### src/rtl/coin_validator_pkg.sv
// Shared coin codes and validator FSM states. The vending machine decodes
// the same COIN_* constants that the validator drives.
package coin_validator_pkg;

  localparam logic [1:0] COIN_NONE = 2'b00;
  localparam logic [1:0] COIN_5    = 2'b01;
  localparam logic [1:0] COIN_10   = 2'b10;

  localparam int unsigned DCNT_W = 4;
  localparam int unsigned JCNT_W = 10;

  typedef enum logic [1:0] {
    ST_IDLE         = 2'd0,
    ST_DEBOUNCE     = 2'd1,
    ST_EMIT         = 2'd2,
    ST_WAIT_RELEASE = 2'd3
  } state_t;

endpackage

### src/rtl/coin_validator_if.sv
// Sensor inputs and coin/audit outputs between the coin mechanism side
// (master) and the validator (slave).
interface coin_validator_if #(
  parameter int unsigned CNT_W = 8
);

  logic             sense_5;
  logic             sense_10;
  logic [1:0]       coin;
  logic             reject;
  logic             jam;
  logic [CNT_W-1:0] cnt_5;
  logic [CNT_W-1:0] cnt_10;

  modport master (
    output sense_5, sense_10,
    input  coin, reject, jam, cnt_5, cnt_10
  );

  modport slave (
    input  sense_5, sense_10,
    output coin, reject, jam, cnt_5, cnt_10
  );

endinterface

### src/rtl/coin_validator_sync2.sv
// Two-flop synchronizer for one raw asynchronous sensor line.
module sync2 (
  input  logic clk,
  input  logic reset,
  input  logic d,
  output logic q
);

  logic meta;

  always_ff @(posedge clk or posedge reset) begin
    if (reset) begin
      meta <= 1'b0;
      q    <= 1'b0;
    end else begin
      meta <= d;
      q    <= meta;
    end
  end

endmodule

### src/rtl/coin_validator.sv
// Coin validator: synchronizes and debounces two coin sensors, emits a
// one-cycle coin code, rejects double insertions and flags stuck sensors.
module coin_validator
  import coin_validator_pkg::*;
#(
  parameter int unsigned DEBOUNCE  = 4,
  parameter int unsigned JAM_LIMIT = 255,
  parameter int unsigned CNT_W     = 8
) (
  input logic             clk,
  input logic             reset,
  coin_validator_if.slave bus
);

  localparam logic [DCNT_W-1:0] DEB_LAST = DCNT_W'(DEBOUNCE - 1);
  localparam logic [JCNT_W-1:0] JAM_LIM  = JCNT_W'(JAM_LIMIT);

  function automatic logic [CNT_W-1:0] sat_inc(input logic [CNT_W-1:0] v);
    return (&v) ? v : v + CNT_W'(1);
  endfunction

  logic s5, s10;
  logic lat_s, other_s;

  state_t            state, next_state;
  logic [1:0]        ctype, ctype_next;
  logic [DCNT_W-1:0] dcnt, dcnt_next;
  logic [JCNT_W-1:0] jcnt, jcnt_next;
  logic [1:0]        coin_q, coin_next;
  logic              reject_q, reject_next;
  logic              jam_q, jam_next;
  logic [CNT_W-1:0]  cnt5_q, cnt5_next;
  logic [CNT_W-1:0]  cnt10_q, cnt10_next;

  sync2 u_sync_5  (.clk(clk), .reset(reset), .d(bus.sense_5),  .q(s5));
  sync2 u_sync_10 (.clk(clk), .reset(reset), .d(bus.sense_10), .q(s10));

  assign lat_s   = (ctype == COIN_5) ? s5  : s10;
  assign other_s = (ctype == COIN_5) ? s10 : s5;

  always_ff @(posedge clk or posedge reset) begin
    if (reset) state <= ST_IDLE;
    else       state <= next_state;
  end

  // A rising second sensor outranks the latched one dropping: both cases
  // leave DEBOUNCE, but only the former is an invalid insertion.
  always_comb begin
    next_state = state;
    case (state)
      ST_IDLE: begin
        if (s5 && s10)      next_state = ST_WAIT_RELEASE;
        else if (s5 || s10) next_state = ST_DEBOUNCE;
      end
      ST_DEBOUNCE: begin
        if (other_s)              next_state = ST_WAIT_RELEASE;
        else if (!lat_s)          next_state = ST_IDLE;
        else if (dcnt == DEB_LAST) next_state = ST_EMIT;
      end
      ST_EMIT: next_state = ST_WAIT_RELEASE;
      ST_WAIT_RELEASE: begin
        if (!jam_q && !s5 && !s10) next_state = ST_IDLE;
      end
      default: next_state = ST_IDLE;
    endcase
  end

  // Outputs are computed one state early so coin/reject/jam leave flops.
  always_comb begin
    ctype_next  = ctype;
    dcnt_next   = dcnt;
    jcnt_next   = '0;
    coin_next   = COIN_NONE;
    reject_next = 1'b0;
    jam_next    = jam_q;
    cnt5_next   = cnt5_q;
    cnt10_next  = cnt10_q;
    case (state)
      ST_IDLE: begin
        dcnt_next   = '0;
        reject_next = s5 & s10;
        if (s5 ^ s10) ctype_next = s5 ? COIN_5 : COIN_10;
      end
      ST_DEBOUNCE: begin
        reject_next = other_s;
        if (next_state == ST_EMIT) begin
          coin_next = ctype;
          if (ctype == COIN_5) cnt5_next  = sat_inc(cnt5_q);
          else                 cnt10_next = sat_inc(cnt10_q);
        end else if (next_state == ST_DEBOUNCE) begin
          dcnt_next = dcnt + DCNT_W'(1);
        end
      end
      ST_WAIT_RELEASE: begin
        jcnt_next = jcnt;
        if (!jam_q && (s5 || s10)) begin
          jcnt_next = jcnt + JCNT_W'(1);
          if (jcnt_next == JAM_LIM) jam_next = 1'b1;
        end
      end
      default: ;
    endcase
  end

  always_ff @(posedge clk or posedge reset) begin
    if (reset) begin
      ctype    <= COIN_NONE;
      dcnt     <= '0;
      jcnt     <= '0;
      coin_q   <= COIN_NONE;
      reject_q <= 1'b0;
      jam_q    <= 1'b0;
      cnt5_q   <= '0;
      cnt10_q  <= '0;
    end else begin
      ctype    <= ctype_next;
      dcnt     <= dcnt_next;
      jcnt     <= jcnt_next;
      coin_q   <= coin_next;
      reject_q <= reject_next;
      jam_q    <= jam_next;
      cnt5_q   <= cnt5_next;
      cnt10_q  <= cnt10_next;
    end
  end

  assign bus.coin   = coin_q;
  assign bus.reject = reject_q;
  assign bus.jam    = jam_q;
  assign bus.cnt_5  = cnt5_q;
  assign bus.cnt_10 = cnt10_q;

endmodule

### src/flat_wrapper.sv
// flat-port wrapper written by rule: the top's interface ports become plain ports
module coin_validator_flat import coin_validator_pkg::*;
#(
  parameter int unsigned DEBOUNCE  = 4,
  parameter int unsigned JAM_LIMIT = 255,
  parameter int unsigned CNT_W     = 8
)
  (clk, reset, bus_sense_5, bus_sense_10, bus_coin, bus_reject, bus_jam, bus_cnt_5, bus_cnt_10);
  coin_validator_if #(.CNT_W(CNT_W)) bus_i ();
  input logic clk;
  input logic reset;
  input wire logic [$bits(bus_i.sense_5)-1:0] bus_sense_5;
  input wire logic [$bits(bus_i.sense_10)-1:0] bus_sense_10;
  output wire logic [$bits(bus_i.coin)-1:0] bus_coin;
  output wire logic [$bits(bus_i.reject)-1:0] bus_reject;
  output wire logic [$bits(bus_i.jam)-1:0] bus_jam;
  output wire logic [$bits(bus_i.cnt_5)-1:0] bus_cnt_5;
  output wire logic [$bits(bus_i.cnt_10)-1:0] bus_cnt_10;
  assign bus_i.sense_5 = bus_sense_5;
  assign bus_i.sense_10 = bus_sense_10;
  assign bus_coin = bus_i.coin;
  assign bus_reject = bus_i.reject;
  assign bus_jam = bus_i.jam;
  assign bus_cnt_5 = bus_i.cnt_5;
  assign bus_cnt_10 = bus_i.cnt_10;
  coin_validator #(.DEBOUNCE(DEBOUNCE), .JAM_LIMIT(JAM_LIMIT), .CNT_W(CNT_W)) u_core (.clk(clk), .reset(reset), .bus(bus_i));
endmodule
### config.mk
export PLATFORM = sky130hd
export DESIGN_NAME = coin_validator_flat
export DESIGN_NICKNAME = d
export VERILOG_FILES = /design/src/rtl/coin_validator_pkg.sv /design/src/rtl/coin_validator_if.sv /design/src/rtl/coin_validator_sync2.sv /design/src/rtl/coin_validator.sv /design/src/flat_wrapper.sv
export SDC_FILE = /design/constraint.sdc
export NUM_CORES = 1
export LEC_CHECK = 0
export BUFFER_PORTS_ARGS = -buffer_cell sky130_fd_sc_hd__buf_2
export CORE_ASPECT_RATIO = 1.5
export CORE_UTILIZATION = 57
export DETAILED_ROUTE_END_ITERATION = 12
export GPL_ROUTABILITY_DRIVEN = 0
export PLACE_DENSITY = 0.78
export RECOVER_POWER = 100
export SYNTH_ARGS = -nofsm -noshare
export SYNTH_HDL_FRONTEND = slang
export SYNTH_SLANG_ARGS = --single-unit
### constraint.sdc
create_clock -name clk -period 3.1 [get_ports clk]
set_input_delay 0.775 -clock clk [delete_from_list [all_inputs] [get_ports clk]]
set_output_delay 0.775 -clock clk [all_outputs]
set_load 0.1 [all_outputs]
# After elaboration in Yosys (flattened, before gate mapping)
# Cells that the tools add are included.
# op_classes
n_addsub	4
eq_ne	11
n_mux	18
n_bitwise	5
reduce_logical	17
# ops
cell	n
$mux W10	2
$mux W2	9
$add A8 B1 Y8 const B	2
$reduce_and A8 Y1	2
$add A10 B1 Y10 const B	1
$eq A10 B8 Y1 const B	1
$mux W4	2
$pmux W2 S4	1
$pmux W4 S2	1
$reduce_and A4 Y1	2
$eq A2 B1 Y1 const B	3
$eq A2 B2 Y1 const B	3
$reduce_and A3 Y1	2
$add A4 B1 Y4 const B	1
$eq A4 B2 Y1 const B	1
$logic_and A1 B1 Y1	4
$ne A2 B1 Y1 const B	2
$logic_not A1 Y1	3
$not A1 Y1	3
$logic_not A2 Y1	1
$mux W1	2
$ne A2 B2 Y1 const B	1
$pmux W1 S2	1
$reduce_and A2 Y1	1
other kinds (4)	4
# word_totals
register_bits	42
output_inout_bits	20
elab_cells	68

# Logic depth before layout (Yosys ltp)
# logic_depth
ltp_word	9
ltp_mapped	8
mapped_depth_nobuf	7

# Cells and area by module
# From an unflattened synthesis, not the netlist that was laid out.
# unflattened
cells_unflattened	189
hier_area_um2	2124.5
# by_module_without_submodules
module	instances	cells_each	area_per_inst_um2	seq_area_each_um2
coin_validator	1	183	2016.9	950.9
sync2	2	3	53.8	50.0

# Worst setup path after synthesis
# Ideal clock, no wire load.
# synth_path
kind	register to register
startpoint	register u_core.jam_q (netlist: u_core.bus.jam)
endpoint	register u_core.cnt10_q[4] (netlist: u_core.bus.cnt_10[4])
t_arrival_ns	2.213
required_ns	2.940
path_slack_ns	0.727
stages_incl_launch_ff	7
path_buffers	0
synth_period_minus_slack_ns	2.373
cell_sequence	dfrtp_1 inv_1 a31oi_1 a2bb2oi_2 a2111oi_2 nand4_1 xnor2_1
# synth_via
elab_chain_len	7
# synth_lines
item	line_no	rtl
start: declaration	coin_validator.sv:31	logic jam_q, jam_next;
start signal: assignment	coin_validator.sv:121	jam_q <= jam_next;
$logic_not A1 Y1	coin_validator.sv:62	if (!jam_q && !s5 && !s10) next_state = ST_IDLE;
$logic_and A1 B1 Y1 (2 in a row)	coin_validator.sv:62	
$mux W2	coin_validator.sv:62	
$pmux W2 S4	coin_validator.sv:50	case (state)
$eq A2 B2 Y1	coin_validator.sv:86	if (next_state == ST_EMIT) begin
$reduce_and A4 Y1 (no line)	-	
end signal: assignment	coin_validator.sv:123	cnt10_q <= cnt10_next;
end: declaration	coin_validator.sv:33	logic [CNT_W-1:0] cnt10_q, cnt10_next;
# No other way between the ends.
# A chain may end at the register's enable or synchronous reset.

# Worst setup path after layout
# layout_path
startpoint	register u_core.state[1]
endpoint	register u_core.cnt10_q[6] (netlist: u_core.bus.cnt_10[6])
# layout_via
elab_chain_len	6
elab_cells_between_ends	13
classes_between	4 x eq/ne; 7 x mux; 2 x reduce/logical
# layout_lines
item	line_no	rtl
start: declaration	coin_validator.sv:25	state_t state, next_state;
start signal: assignment	coin_validator.sv:43	else state <= next_state;
$mux W2	coin_validator.sv:58	else if (dcnt == DEB_LAST) next_state = ST_EMIT;
$mux W2	coin_validator.sv:57	else if (!lat_s) next_state = ST_IDLE;
$mux W2	coin_validator.sv:56	if (other_s) next_state = ST_WAIT_RELEASE;
$pmux W2 S4	coin_validator.sv:50	
$eq A2 B2 Y1	coin_validator.sv:86	
$reduce_and A4 Y1 (no line) (*)	-	
# Every way passes the cells marked *; elsewhere a longest branch is shown, timed or not.

==> out/metrics.yaml <==
status: "completed"
worst_path_dominant_cell_family: "simple AND/OR/NAND/NOR gates"
drive_above_1_share: 0.0658
post_cts_buffers: 0
finClkSkew_ps: 11.7
cts_buffers: 5
ys_types: 40
p_clk_frac: 0.229
nNetsFinal: 239
critPathMaxStageDelay_ps: 550
finalSetupViolCount: 0
antenna_cells: 0
p_seq_frac: 0.405
ys_warn_count: 0
worst-path-buf-inv: 0
rows: 26
clk_latency_ps: 300
cts_tree: "yes"
whs_ps: 350
post-route-min-period_ps: 2590
area_growth_pct: 8.60
io_pins: 24
switching_share: 0.444
crit_path_cell_trace: "nand2b_1, or4b_1, a2bb2oi_1, a2111o_1, nor3_1, xor2_1"
arrival_ps: 2810
design.core.area_mm2: 0.00348
cts_max_level: 2
postCtsHoldBufs: 0
grt.total_usage: 0.229
setup_tns_ps: 0
viasPerCell: 5.65
dieHeight_um: 76.5
multiInputGateArea_um2: 950
grt_pass1_wl_um: 6690
combPwrFrac: 0.366
vdd_drop_max_uv: 631
slowest_stage: "or4b_1"
finish.utilization: 0.658
synthCells: 202
switching_power_mw: 0.857
synth.cells.most_frequent: "42 x dfrtp_1, 25 x nand2_1, 19 x nor2_1"
yosysTopAreaCell: "dfrtp_1"
portBuffers: 23
synthFlopType: "dfrtp_1"
post_cts_resized: 0
ant_nets: 0
syn-num-nets: 213
tightest_slew_ps: 1160
critPathKind: "reg2reg"
cp-end-kind: "flip-flop"
cts_root_buffer: "clkbuf_8"
clock_path_buffers: 2
synth_edf_count: 0
hold_path.class: "reg2reg"
seqCellArea_mm2: 0.00105
start_util: 0.606
cp.required_ps: 3320
wl_per_cell_um: 14.2
rsz0062_at_grt: "false"
firstDrtPassIters: 4
crit_fanout: 10
relSlewSlack: 0.227
antenna_found_initial: 0
dieWidth_um: 51.7
maxCapViolCount: 0
synth-seq-cells: 42
cts_sinks: 42
totalWireLength_um: 3850
yosysMostFrequentCell: "dfrtp_1"
max_freq_ghz: 0.385
dp_hpwl_um: 2670
finalCritPeriodShare: 0.837
vias: 1526
ys_seq_area_frac: 0.498
die-area_mm2: 0.00395
gr-total-overflow: 0
path_clk_slew_ps: 70
finalMaxSlewViolations: 0
drt_iter0_drc: 20
start_kind: "flip-flop"
postSynthAreaPerCell_um2: 10.4
grt_pass1_vias: 1538
post-synth-top-area-fraction: 0.498
ys_top_cells_by_area: "dfrtp_1 50%, xor2_1 6.6%, nand2_1 4.4%"
grt_max_degree: 43
cellLeakagePower_nw: 1.03
fillCellCount: 280
async_flop_share: 1.00
synth_area_mm2: 0.00211
power_mw: 1.93
power.density_mw_per_mm2: 842
hold_viol_final: 0
intPower_mw: 1.07
drc_errors: 0
[layout make-up]
| type | count | share of cell area |
|---|---|---|
| Clock buffer | 6 | 0.0360 |
| Clock inverter | 1 | 0.0131 |
| Inverter | 8 | 0.0131 |
| Multi-Input combinational cell | 147 | 0.415 |
| Sequential cell | 42 | 0.459 |
| Tap cell | 42 | 0.0229 |
| Timing Repair Buffer | 24 | 0.0415 |
[logic make-up (layout without fill, tap and decap cells)]
family          count (synthesis)  in the layout  share of synthesized area
buf+inv                        13             39                     0.0308
simple gates                   87             87                      0.217
mux                             3              3                     0.0148
compound gates                 24             24                     0.0896
flops                          42             42                      0.498
fa+ha+maj                       7              7                     0.0415
xor+xnor                       26             26                      0.108
[placed cells by master, fill, tap and decap left out, types with 2 or more instances in the layout]
master / synthesis / layout
a2111oi_2: 2 / 2
xnor2_1: 10 / 10
clkbuf_8: 0 / 6
and3_1: 2 / 2
a21oi_1: 3 / 3
nand2_1: 25 / 25
nand4_1: 9 / 9
inv_1: 8 / 8
a211oi_1: 2 / 2
a2111o_1: 2 / 2
xor2_1: 16 / 16
dfrtp_1: 42 / 42
or4_1: 2 / 2
clkbuf_1: 2 / 20
o21ai_0: 4 / 4
nor3_1: 2 / 8
nor2_1: 19 / 19
o211ai_1: 2 / 2
nand2b_1: 1 / 2
a31oi_1: 3 / 3
mux2i_1: 2 / 2
buf_2: 1 / 3
nand3_1: 13 / 13
ha_1: 7 / 7
[registers in the layout, summed over array words and instances, names as in the netlist]
| register | count |
|---|---|
| u_core.jcnt | 10 |
| u_core.u_sync_5.q | 1 |
| u_core.u_sync_5.meta | 1 |
| u_core.u_sync_10.meta | 1 |
| u_core.bus.coin | 2 |
| u_core.bus.reject | 1 |
| u_core.dcnt | 4 |
| u_core.u_sync_10.q | 1 |
| u_core.state | 2 |
| u_core.bus.cnt_10 | 8 |
| u_core.ctype | 2 |
| u_core.bus.cnt_5 | 8 |
| u_core.bus.jam | 1 |
[power groups by stage]
stage | registers (mW) | logic (mW) | clock network (mW)
2_1_floorplan | 1.02 | 0.391 | 0
3_3_place_gp | 0.787 | 0.725 | 0
3_5_place_dp | 0.790 | 0.736 | 0
4_1_cts | 0.780 | 0.738 | 0.451
5_1_grt | 0.804 | 0.773 | 0.474
6_report | 0.781 | 0.707 | 0.442
[path summary, 6_finish.rpt]
kind	start	end	slack (ps)	cells past startpoint
max in group asynchronous	reset	u_core.jcnt[7]	1720	3
worst max register to register	u_core.state[1]	u_core.bus.cnt_10[6]	510	6
worst min-delay path	u_core.u_sync_5.meta	u_core.u_sync_5.q	350	0
worst min register to register	u_core.u_sync_5.meta	u_core.u_sync_5.q	350	0
worst max-delay path	u_core.state[1]	u_core.bus.cnt_10[6]	510	6
min in group asynchronous	reset	u_core.bus.cnt_10[2]	760	3
[per-stage QoR]
step	worst slack [ps]	cell area, um2	cells
2_1_floorplan	727	2110	202
3_3_place_gp	752	2250	263
3_5_place_dp	699	2250	263
4_1_cts	684	2360	270
5_1_grt	285	2290	270
6_report	505	2290	270
[layer usage]
| layer | vias to the layer above | global-route usage | part of all wire | wire, um |
|---|---|---|---|---|
| li1 | 750 | - | - | - |
| met2 | 23 | 0.408 | 0.53 | 2050 |
| met4 | 0 | 0.0892 | 0.015 | 57 |
| met1 | 747 | 0.250 | 0.42 | 1630 |
| met3 | 6 | 0.0539 | 0.026 | 100 |
| met5 | - | 0 | 0 | 0 |
Power figures use the tool's default switching activity.
